==> config.mk <==
export PLATFORM = sky130hd
export DESIGN_NAME = iram_loader
export DESIGN_NICKNAME = d
export VERILOG_FILES = /design/src/rtl/iram_loader.sv
export SDC_FILE = /design/constraint.sdc
export NUM_CORES = 1
export LEC_CHECK = 0
export ABC_CLOCK_PERIOD_IN_PS = 2850
export CAP_MARGIN = 0
export CORE_UTILIZATION = 60
export DETAILED_ROUTE_END_ITERATION = 12
export DONT_BUFFER_PORTS = 1
export GPL_TIMING_DRIVEN = 0
export PLACE_DENSITY = 0.76
export SYNTH_ARGS = -nofsm -noshare
export SYNTH_HDL_FRONTEND = slang
export SYNTH_SLANG_ARGS = --single-unit
==> constraint.sdc <==
create_clock -name clk -period 2.85 [get_ports clk]
set_input_delay 0.285 -clock clk [delete_from_list [all_inputs] [get_ports clk]]
set_output_delay 0.285 -clock clk [all_outputs]
set_load 0.01 [all_outputs]
==> src/rtl/iram_loader.sv <==
// iram_loader
// Boot-time program loader for the instruction RAM. A byte stream of the form
// LEN_HI, LEN_LO, N*BYTES_W data bytes (MSB first per word), checksum is
// packed into DATA_W-bit words and written to IRAM from address 0. The core is
// held in reset until the whole image has been received and the XOR checksum
// of the data bytes matches.
//
// Ports
//   clk         single clock, all state on the rising edge
//   reset       asynchronous, active-low; clears all state while 0
//   start       one-cycle pulse; restarts a load, only honoured in DONE/ERROR
//   rx_data     stream byte
//   rx_valid    rx_data is valid
//   rx_ready    loader accepts a byte (transfer = rx_valid & rx_ready)
//   iram_addr   IRAM write address (holds its last value outside WRITE)
//   iram_data   IRAM write data    (holds its last value outside WRITE)
//   iram_wren   IRAM write strobe, one cycle per word
//   core_reset  active-high reset to the core; low only in DONE
//   done        image loaded and verified
//   error       checksum mismatch (sticky until start or reset)

module iram_loader #(
    parameter int DATA_W  = 24,
    parameter int BYTES_W = 3,
    parameter int ADDR_W  = 16
) (
    input  logic              clk,
    input  logic              reset,
    input  logic              start,
    input  logic [7:0]        rx_data,
    input  logic              rx_valid,
    output logic              rx_ready,
    output logic [ADDR_W-1:0] iram_addr,
    output logic [DATA_W-1:0] iram_data,
    output logic              iram_wren,
    output logic              core_reset,
    output logic              done,
    output logic              error
);

    localparam logic [2:0] S_IDLE   = 3'd0;
    localparam logic [2:0] S_LEN_HI = 3'd1;
    localparam logic [2:0] S_LEN_LO = 3'd2;
    localparam logic [2:0] S_DATA   = 3'd3;
    localparam logic [2:0] S_WRITE  = 3'd4;
    localparam logic [2:0] S_CHECK  = 3'd5;
    localparam logic [2:0] S_DONE   = 3'd6;
    localparam logic [2:0] S_ERROR  = 3'd7;

    localparam int CNT_W = $clog2(BYTES_W + 1);
    localparam logic [CNT_W-1:0] LAST_BYTE = CNT_W'(BYTES_W - 1);

    logic [2:0]        state_q,     state_d;
    logic [15:0]       len_q,       len_d;
    logic [ADDR_W-1:0] addr_q,      addr_d;
    logic [CNT_W-1:0]  cnt_q,       cnt_d;
    logic [7:0]        csum_q,      csum_d;
    logic [DATA_W-1:0] shift_q,     shift_d;
    logic [ADDR_W-1:0] iram_addr_q, iram_addr_d;
    logic [DATA_W-1:0] iram_data_q, iram_data_d;

    logic accept;

    // Handshake and status outputs are pure decodes of the current state.
    always_comb begin
        rx_ready   = (state_q == S_LEN_HI) || (state_q == S_LEN_LO) ||
                     (state_q == S_DATA)   || (state_q == S_CHECK);
        iram_wren  = (state_q == S_WRITE);
        core_reset = (state_q != S_DONE);
        done       = (state_q == S_DONE);
        error      = (state_q == S_ERROR);
        accept     = rx_valid && rx_ready;
    end

    assign iram_addr = iram_addr_q;
    assign iram_data = iram_data_q;

    // Next-state logic. The IRAM address/data registers are loaded only on the
    // transition into WRITE, so they stay stable while the next word is being
    // shifted in and nothing downstream needs to look at them outside WRITE.
    always_comb begin
        state_d     = state_q;
        len_d       = len_q;
        addr_d      = addr_q;
        cnt_d       = cnt_q;
        csum_d      = csum_q;
        shift_d     = shift_q;
        iram_addr_d = iram_addr_q;
        iram_data_d = iram_data_q;

        case (state_q)
            S_IDLE: state_d = S_LEN_HI;

            S_LEN_HI: begin
                if (accept) begin
                    len_d[15:8] = rx_data;
                    csum_d      = 8'h00;
                    addr_d      = '0;
                    cnt_d       = '0;
                    state_d     = S_LEN_LO;
                end
            end

            S_LEN_LO: begin
                if (accept) begin
                    len_d[7:0] = rx_data;
                    // A zero-length image goes straight to the checksum byte.
                    state_d    = ({len_q[15:8], rx_data} == 16'd0) ? S_CHECK : S_DATA;
                end
            end

            S_DATA: begin
                if (accept) begin
                    shift_d = {shift_q[DATA_W-9:0], rx_data};
                    csum_d  = csum_q ^ rx_data;
                    if (cnt_q == LAST_BYTE) begin
                        cnt_d       = '0;
                        iram_data_d = {shift_q[DATA_W-9:0], rx_data};
                        iram_addr_d = addr_q;
                        state_d     = S_WRITE;
                    end else begin
                        cnt_d = cnt_q + CNT_W'(1);
                    end
                end
            end

            S_WRITE: begin
                addr_d  = addr_q + ADDR_W'(1);
                state_d = (addr_q == ADDR_W'(len_q - 16'd1)) ? S_CHECK : S_DATA;
            end

            S_CHECK: begin
                if (accept) begin
                    state_d = (rx_data == csum_q) ? S_DONE : S_ERROR;
                end
            end

            S_DONE, S_ERROR: begin
                if (start) begin
                    state_d = S_LEN_HI;
                end
            end

            default: state_d = S_IDLE;
        endcase
    end

    always_ff @(posedge clk or negedge reset) begin
        if (!reset) begin
            state_q     <= S_IDLE;
            len_q       <= '0;
            addr_q      <= '0;
            cnt_q       <= '0;
            csum_q      <= '0;
            shift_q     <= '0;
            iram_addr_q <= '0;
            iram_data_q <= '0;
        end else begin
            state_q     <= state_d;
            len_q       <= len_d;
            addr_q      <= addr_d;
            cnt_q       <= cnt_d;
            csum_q      <= csum_d;
            shift_q     <= shift_d;
            iram_addr_q <= iram_addr_d;
            iram_data_q <= iram_data_d;
        end
    end

endmodule

==> out/qor_table.md <==
| Step | Item | Value |
|---|---|---|
| power and ir drop | Net Sw Power | 1.89 mW |
| clocking | Total CTS buffers | 9 |
| synthesis | Post-synth cell types | 48 |
| setup path | Setup Crit Path Kind | reg -> reg |
| placed design | Dpl hpwl | 6.72 mm |
| die | Starting density of the core | 0.624 |
| setup path | Crit-path slowest cell | sky130_fd_sc_hd__nor4_1 |
| setup path | Cell-by-cell listing of the critical path | inv_1 -> ha_1 -> nor3b_2 -> nand3_1 -> xnor2_1 -> nand4_1 -> nor4_1 -> a41oi_1 |
| setup path | Peak per-stage delay on the critical path | 560 ps |
| layout | Syn-to-layout area delta | 7.81% |
| clocking | Source-to-sink clock delay at the later pin of the worst-skew pair | 370 ps |
| synthesis | Post-Synth Adder-Cell Area | 0.00771 |
| routing | Routed length per instance | 17.2 um |
| clocking | Deepest clock path buffer count | 2 |
| synthesis | Cell area after synthesis | 4870 um^2 |
| power and ir drop | Switching part of the total power | 0.381 |
| routing | Vias per cell | 5.91 |
| die | Site row count | 32 |
| placed design | Port buffer count | 0 |
| die | Die footprint | 8480 um^2 |
| routing | Met2 Routed Length | 4.88 mm |
| job | Max-cap viol count | 0 |
| clocking | Clock Root Buffer | sky130_fd_sc_hd__clkbuf_8 |
| die | Standard cell core area | 7810 um^2 |
| global route | Wire length of the first global-routing pass | 16.3 mm |
| routing | First drt pass iteration count | 4 |
| die | I/O pin count | 57 |
| setup path | Start point of the critical path | len_q[0] |
| synthesis | Post-synthesis compound-gate area fraction | 0.0722 |
| synthesis | Most frequent cell after synthesis | sky130_fd_sc_hd__dfrtp_1 |
| sta | Final slew viol count | 0 |
| sta | Slew HR | 0.395 |
| clocking | H-tree levels | 3 |
| synthesis | Synthesized area divided by synthesized cell count | 10.7 um^2 |
| sta | Max Clk Rate | 0.383 GHz |
| routing | DRC viols | 0 |
| routing | Detailed-route wire length | 9.83 mm |
| synthesis | Area share of the largest cell type after synthesis | 0.519 |
| sta | Total negative slack | 0 ps |
| die | Die width | 92.1 um |
| synthesis | Flip-flop and latch count after synthesis | 101 |
| run status | Result of the run | finished clean |
| synthesis | Top cell type by total area after synthesis | sky130_fd_sc_hd__dfrtp_1 |
| sta | Setup violators final | 0 |
| synthesis | Cells taking the most area after synthesis | sky130_fd_sc_hd__dfrtp_1, sky130_fd_sc_hd__mux2_2, sky130_fd_sc_hd__nand2_1 |
| global route | Initial antenna violation count | 0 |
| setup path | CP arrival | 2830 ps |
| placed design | Worst setup timing slack at the placement stage | 260 ps |
| global route | Grt total ovfl | 0 |
| sta | Minimum clock period | 2610 ps |
| synthesis | Dominant register cell in the synthesized netlist | sky130_fd_sc_hd__dfrtp_1 |
| setup path | Data required time of the worst path | 3070 ps |
| die | Die Ht | 92.1 um |
| setup path | Kind of capture point of the worst setup path | register |
| sta | Share of the clock period used by the worst path | 0.917 |
| clocking | Clock Sinks | 101 |
| worst hold path | Worst min-delay path class | in -> reg |
| setup path | Worst flop-to-flop path startpoint | len_q[0] |
| global route | Overall track demand over capacity in global routing | 0.251 |
| routing | Detailed router's first-iteration violation count | 177 |
| power and ir drop | Fraction of power consumed by combinational cells | 0.329 |
| setup path | Highest fanout seen on the critical path | 9 |
| power and ir drop | Part of the power in the clock network | 0.196 |
| routing | Antenna-violating nets left | 0 |
| synthesis | Post-synthesis simple-gate area fraction | 0.177 |
| synthesis | Mux share of post-synthesis cell area | 0.144 |
| layout | Share of final-layout standard cells stronger than drive strength 1 | 0.183 |
| synthesis | Async set-or-reset flop fraction in the synthesized netlist | 1.00 |
| clocking | Number of post-CTS setup repair buffers | 0 |
| clocking | Clock-pin slew on the worst setup and hold paths | 110 ps |
| synthesis | Number of synthesized flops with an enable pin | 0 |
| power and ir drop | Portion of total power attributed to sequential cells | 0.475 |
| power and ir drop | Ratio of total power to cell area | 946 nW/um^2 |
| sta | Unrepaired setup endpoints after global routing | false |
| sta | Setup WS post-layout | 236 ps |
| synthesis | Xor/xnor cell area share of the yosys netlist | 0.0558 |
| synthesis | Synthesized Nets | 468 |
| global route | Number of global-route vias before repair | 3277 |
| routing | Top routing layer in use | met4 |
| worst hold path | Hold_sp | rx_data[2] |
| placed design | GP Congestion | 0.852 |
| sta | Least-Margin Pin Slew | 903 ps |
| synthesis | Dominant combinational cell family by area after synthesis | simple AND/OR/NAND/NOR gates |
| clocking | Clock tree from TritonCTS | yes |
| sta | Final hold violation count | 0 |
| sta | Maximum clock skew at final layout | 8.72 ps |
| synthesis | Commonest cells in the netlist | sky130_fd_sc_hd__dfrtp_1, sky130_fd_sc_hd__nand2_1, sky130_fd_sc_hd__mux2_2 |
| synthesis | Sequential area share after synthesis | 0.519 |
| layout | Post-Layout Inst Area | 5250 um^2 |
| power and ir drop | Cell-internal power | 3.08 mW |
| synthesis | Post-Syn Instances | 453 |
| synthesis | Number of synthesis warnings | 0 |
| global route | Pin count of the biggest net entering global routing | 102 |
| routing | Metal1 wirelength | 4.52 mm |
| power and ir drop | Worst supply voltage drop on vdd | 0.513 mV |
| power and ir drop | Lkg Pwr | 2.40 nW |
| routing | Routed vias | 3384 |
| placed design | Total placed instance area | 5000 um^2 |
| layout | Antenna cell count | 0 |
| layout | Number of nets in the layout | 481 |
| setup path | Startpoint Class | register |
| routing | Met3 wire length | 327 um |
## cell type report
cell class                 count  area, um^2
multi-input combinational    324        2220
inverter                       7        26.3
tap                          102         128
sequential                   101        2530
clock buffer                   9         124
fill                         611        2560
clock inverter                 7        91.3
buffer                        21        93.8
timing repair buffer           2        37.5
## layout by cell type, fill, tap and decap left out, types with 2 or more instances in the layout
cell	n
sky130_fd_sc_hd__o211ai_1	2
sky130_fd_sc_hd__nor2b_1	14
sky130_fd_sc_hd__nand2_1	77
sky130_fd_sc_hd__nor3b_2	2
sky130_fd_sc_hd__nand3_1	12
sky130_fd_sc_hd__xnor2_1	21
sky130_fd_sc_hd__nand3b_1	3
sky130_fd_sc_hd__inv_1	7
sky130_fd_sc_hd__nor2_1	14
sky130_fd_sc_hd__mux2i_1	8
sky130_fd_sc_hd__a31oi_1	3
sky130_fd_sc_hd__dfrtp_1	101
sky130_fd_sc_hd__or4_1	3
sky130_fd_sc_hd__o31ai_1	3
sky130_fd_sc_hd__nand4_1	8
sky130_fd_sc_hd__and4_1	2
sky130_fd_sc_hd__and3_1	4
sky130_fd_sc_hd__clkbuf_1	14
sky130_fd_sc_hd__mux2_2	55
sky130_fd_sc_hd__or3_1	2
sky130_fd_sc_hd__nor3_1	8
sky130_fd_sc_hd__nor4_1	7
sky130_fd_sc_hd__o21ai_0	33
sky130_fd_sc_hd__buf_2	6
sky130_fd_sc_hd__inv_6	2
sky130_fd_sc_hd__nand2b_1	5
sky130_fd_sc_hd__a22o_1	3
sky130_fd_sc_hd__clkbuf_8	9
sky130_fd_sc_hd__nor3b_1	2
sky130_fd_sc_hd__a21oi_1	3
sky130_fd_sc_hd__ha_1	3
sky130_fd_sc_hd__xor2_1	10
## metal layers
metal,up-vias,GRT usage
li1,1617,-
met5,-,0
met2,67,0.414
met4,0,0.0625
met3,8,0.0556
met1,1692,0.337
## power by group through the flow
stage,clock [mW],sequential (mW),combinational (mW)
2_1_floorplan,0,2.27,1.33
6_report,0.972,2.36,1.63
3_3_place_gp,0,2.37,1.55
3_5_place_dp,0,2.39,1.59
5_1_grt,1.04,2.43,1.82
4_1_cts,0.986,2.36,1.64
## worst paths after layout
kind                          endpoint  slack, ps  depth (start not counted)
hold reg to reg            shift_q[15]        490                          2
min in group asynchronous   addr_q[10]        500                          2
hold / removal              shift_q[2]         40                          2
setup reg to reg            state_q[1]        240                          8
max in group asynchronous    addr_q[0]       1950                          2
setup / recovery            state_q[1]        240                          8
## stage by stage
stage                     hold slack [ps]  utilization  instances  power (mW)
after floorplan                     -10.6            -        453        3.60
final                                35.6        0.672        573        4.97
after CTS                            30.2        0.672        573        4.98
after detailed placement            -8.56        0.640        555        3.98
after global routing                 34.7        0.672        573        5.29
after global placement              -8.06        0.640        555        3.91
## cell families (layout without fill, tap and decap cells)
kind of cell | after synthesis | after routing
AND/OR/NAND/NOR | 169 | 169
flip-flops | 101 | 101
multiplexers | 63 | 63
AO/OA/AOI/OAI | 58 | 58
XOR/XNOR | 31 | 31
buffers and inverters | 28 | 46
adder cells (fa/ha/maj) | 3 | 3
## sequential cells by signal (all words and copies together) (netlist names)
register   cells
iram_addr     16
len_q         16
cnt_q          2
csum_q         8
iram_data     24
shift_q       16
state_q        3
addr_q        16
## worst max-delay path: cells and delay by family (launching register included)
| family | cells | cell delay (ps) |
|---|---|---|
| and+or+nand+nor | 4 | 1300 |
| adders and majority gates | 1 | 230 |
| DFF | 1 | 470 |
| buffers and inverters | 1 | 110 |
| AOI/OAI and AO/OA | 1 | 200 |
| xor gates and xnor gates | 1 | 160 |
## repair_timing
action / CTS / global route
hold buffers: 2 / 0
resized for setup: 0 / 0
hold endpoints to repair: 101 / 0
Power figures use the tool's default switching activity.
==> patch, RTL diff (same flow settings) <==
Reset style: synchronous (`reset`), changed in one clocked block. Comments in the files are not updated.
--- a/src/rtl/iram_loader.sv
+++ b/src/rtl/iram_loader.sv
@@ -147,3 +147,3 @@
 
-    always_ff @(posedge clk or negedge reset) begin
+    always_ff @(posedge clk) begin
         if (!reset) begin
Formal check against the unedited RTL: differs if reset is asserted again (counterexample within 4 cycles, from zero or initial values and one cycle with reset low); with reset held inactive, the same outputs for 10 cycles.
==> patch against the unedited design <==
  * Via count up 31%
  * First-iteration DRC count up 15%
  * Count of clock-buffer cells in the layout unchanged
  * Design area down 4.1%
  * Utilization up 0.40 points
  * Wire length up 20%
  * Critical path type unchanged
  * Synthesized area down 3.0%
  * Critical endpoint is now state_q[2]
  * Sequential cell count unchanged
  * Worst setup slack worse by 0.081 ns
  * Die area down 2.9%
  * Hold slack better by 0.15 ns
Power is not compared: it rests on default switching activity, and its combinational part moved more than twofold at a synthesized area within 25%.
==> patch: results (changes against the unedited design) <==
drt first pass iters 5 (was 4); slowest cell delay on critical path 0.53 ns (was 0.56 ns); CTS Root Cell clkbuf_8 (unchanged); Ys Warns 0 (unchanged); clock-pin slew on the worst setup and hold paths 0.10 ns; Largest register FFs 24 (unchanged); compound-gate portion of the synthesized area 17.7% (was 7.22%); sequential fraction of the synthesis area 42.8% (was 51.9%); vias in the first global route 4110 (was 3277); nets 654 (was 481); Post-Place Cells 727 (was 555); post-CTS setup buffers 0 (unchanged); P_leak about 1.6 nW; status finished, final reports clean (unchanged); Synth Flop Type dfxtp_1 (was dfrtp_1); post-synthesis mux area share 0.688% (was 14.4%); detailed-route wire length 11.8 mm (was 9.83 mm); Post-Synth XOR/XNOR Area 4.63% (was 5.58%); Worst Skew 0.0110 ns (was 0.00872 ns); Inserted Clock Buffers 9 (unchanged); critical path's top delay family simple AND/OR/NAND/NOR gates (unchanged); Fillers 670 (was 611); antenna cells 0 (unchanged); Overall Global Routing Usage 29.9% (was 25.1%); via count 4428 (was 3384); Worst-Margin Slew 0.816 ns (was 0.903 ns); share of layout cells above drive strength 1 5.12% (was 18.3%); commonest cells in the netlist nand2_1, dfxtp_1, a21oi_1 (was dfrtp_1, nand2_1, mux2_2); worst-path fanout max 7 (was 9); IO buf count 0 (unchanged); drt initial violations 204 (was 177); slowest CP cell or4b_4 (was nor4_1); top cells by area, synth dfxtp_1, nand2_1, a21oi_1 (was dfrtp_1, mux2_2, nand2_1); WHS Path Cells 3 (was 2); reg2reg path depth 9 (was 8); wire length of the first global-routing pass 19.6 mm (was 16.3 mm); GP Congestion 0.952 (was 0.852); Clk Latency, worst-skew pair 0.37 ns (about the same); routed len/inst 15.8 um (was 17.2 um); Post-synth ARST share 0% (was 100%); Avg Cell Area, Syn 7.53 um^2 (was 10.7 um^2); worst hold path type in -> reg (unchanged); post-synthesis adder-cell area fraction 0.794% (was 0.771%); largest net degree at the start of global routing 20 (was 102); post-DP HPWL 8.36 mm (was 6.72 mm); Mapped Nets 643 (was 468); Cell variety after synth 53 (was 48)
patch: cell types whose count changed after synthesis, moves of 9 or more:
cell      unedited run  this run
nor3b_1              2        11
nor2_1              14        34
dfrtp_1            101         0
a21oi_1              3       100
dfxtp_1              0       101
nand2_1             77       167
mux2_2              55         2
o21ai_0             33        16
nor2b_1             14         4
clkbuf_1            14        41
patch: final cells by class:
type / instances / area share [%]
multi-input cells: 471 / 49.3
flip-flops and latches: 101 / 40.1
plain buffers: 47 / 3.73
clock buffers: 9 / 2.46
well taps: 99 / 2.46
clock inverters: 7 / 1.27
inverters: 9 / 0.671
patch: metal layers:
metal | track usage [%] | vias to the layer above | wire [um]
met2 | 48.0 | 153 | 5430
met4 | 16.8 | 0 | 452
li1 | - | 2167 | -
met3 | 5.81 | 37 | 743
met1 | 37.4 | 2071 | 5130
met5 | 0 | - | 0
patch: where the power goes:
part | total [mW] | switching, mW | leakage [nW] | internal (mW)
Sequential | 1.51 | 0.0513 | 0.815 | 1.46
Clock | 0.887 | 0.546 | 0.0960 | 0.341
Combinational | 0.673 | 0.424 | 0.713 | 0.250
patch: worst paths after layout:
kind	startpoint	slack [ns]	to
worst min register to register	shift_q[9]	0.46	iram_data[17]
worst max register to register	len_q[0]	0.15	state_q[2]
worst min-delay path	reset	0.18	state_q[2]
worst max-delay path	len_q[0]	0.15	state_q[2]
patch: metrics by stage:
step	setup slack, ns	power, mW	instance area (um^2)	utilization, %
floorplan	0.485	2.05	4730	-
global placement	0.242	2.17	4850	65.1
detailed placement	0.226	2.19	4850	65.1
CTS	0.177	3.06	5040	67.6
global route	0.0490	3.22	5040	67.6
finish	0.155	3.07	5040	67.6
patch: worst min-delay path, delay by kind of cell:
kind	cells	cell delay, ns
simple gates	1	0.12
compound gates	2	0.11
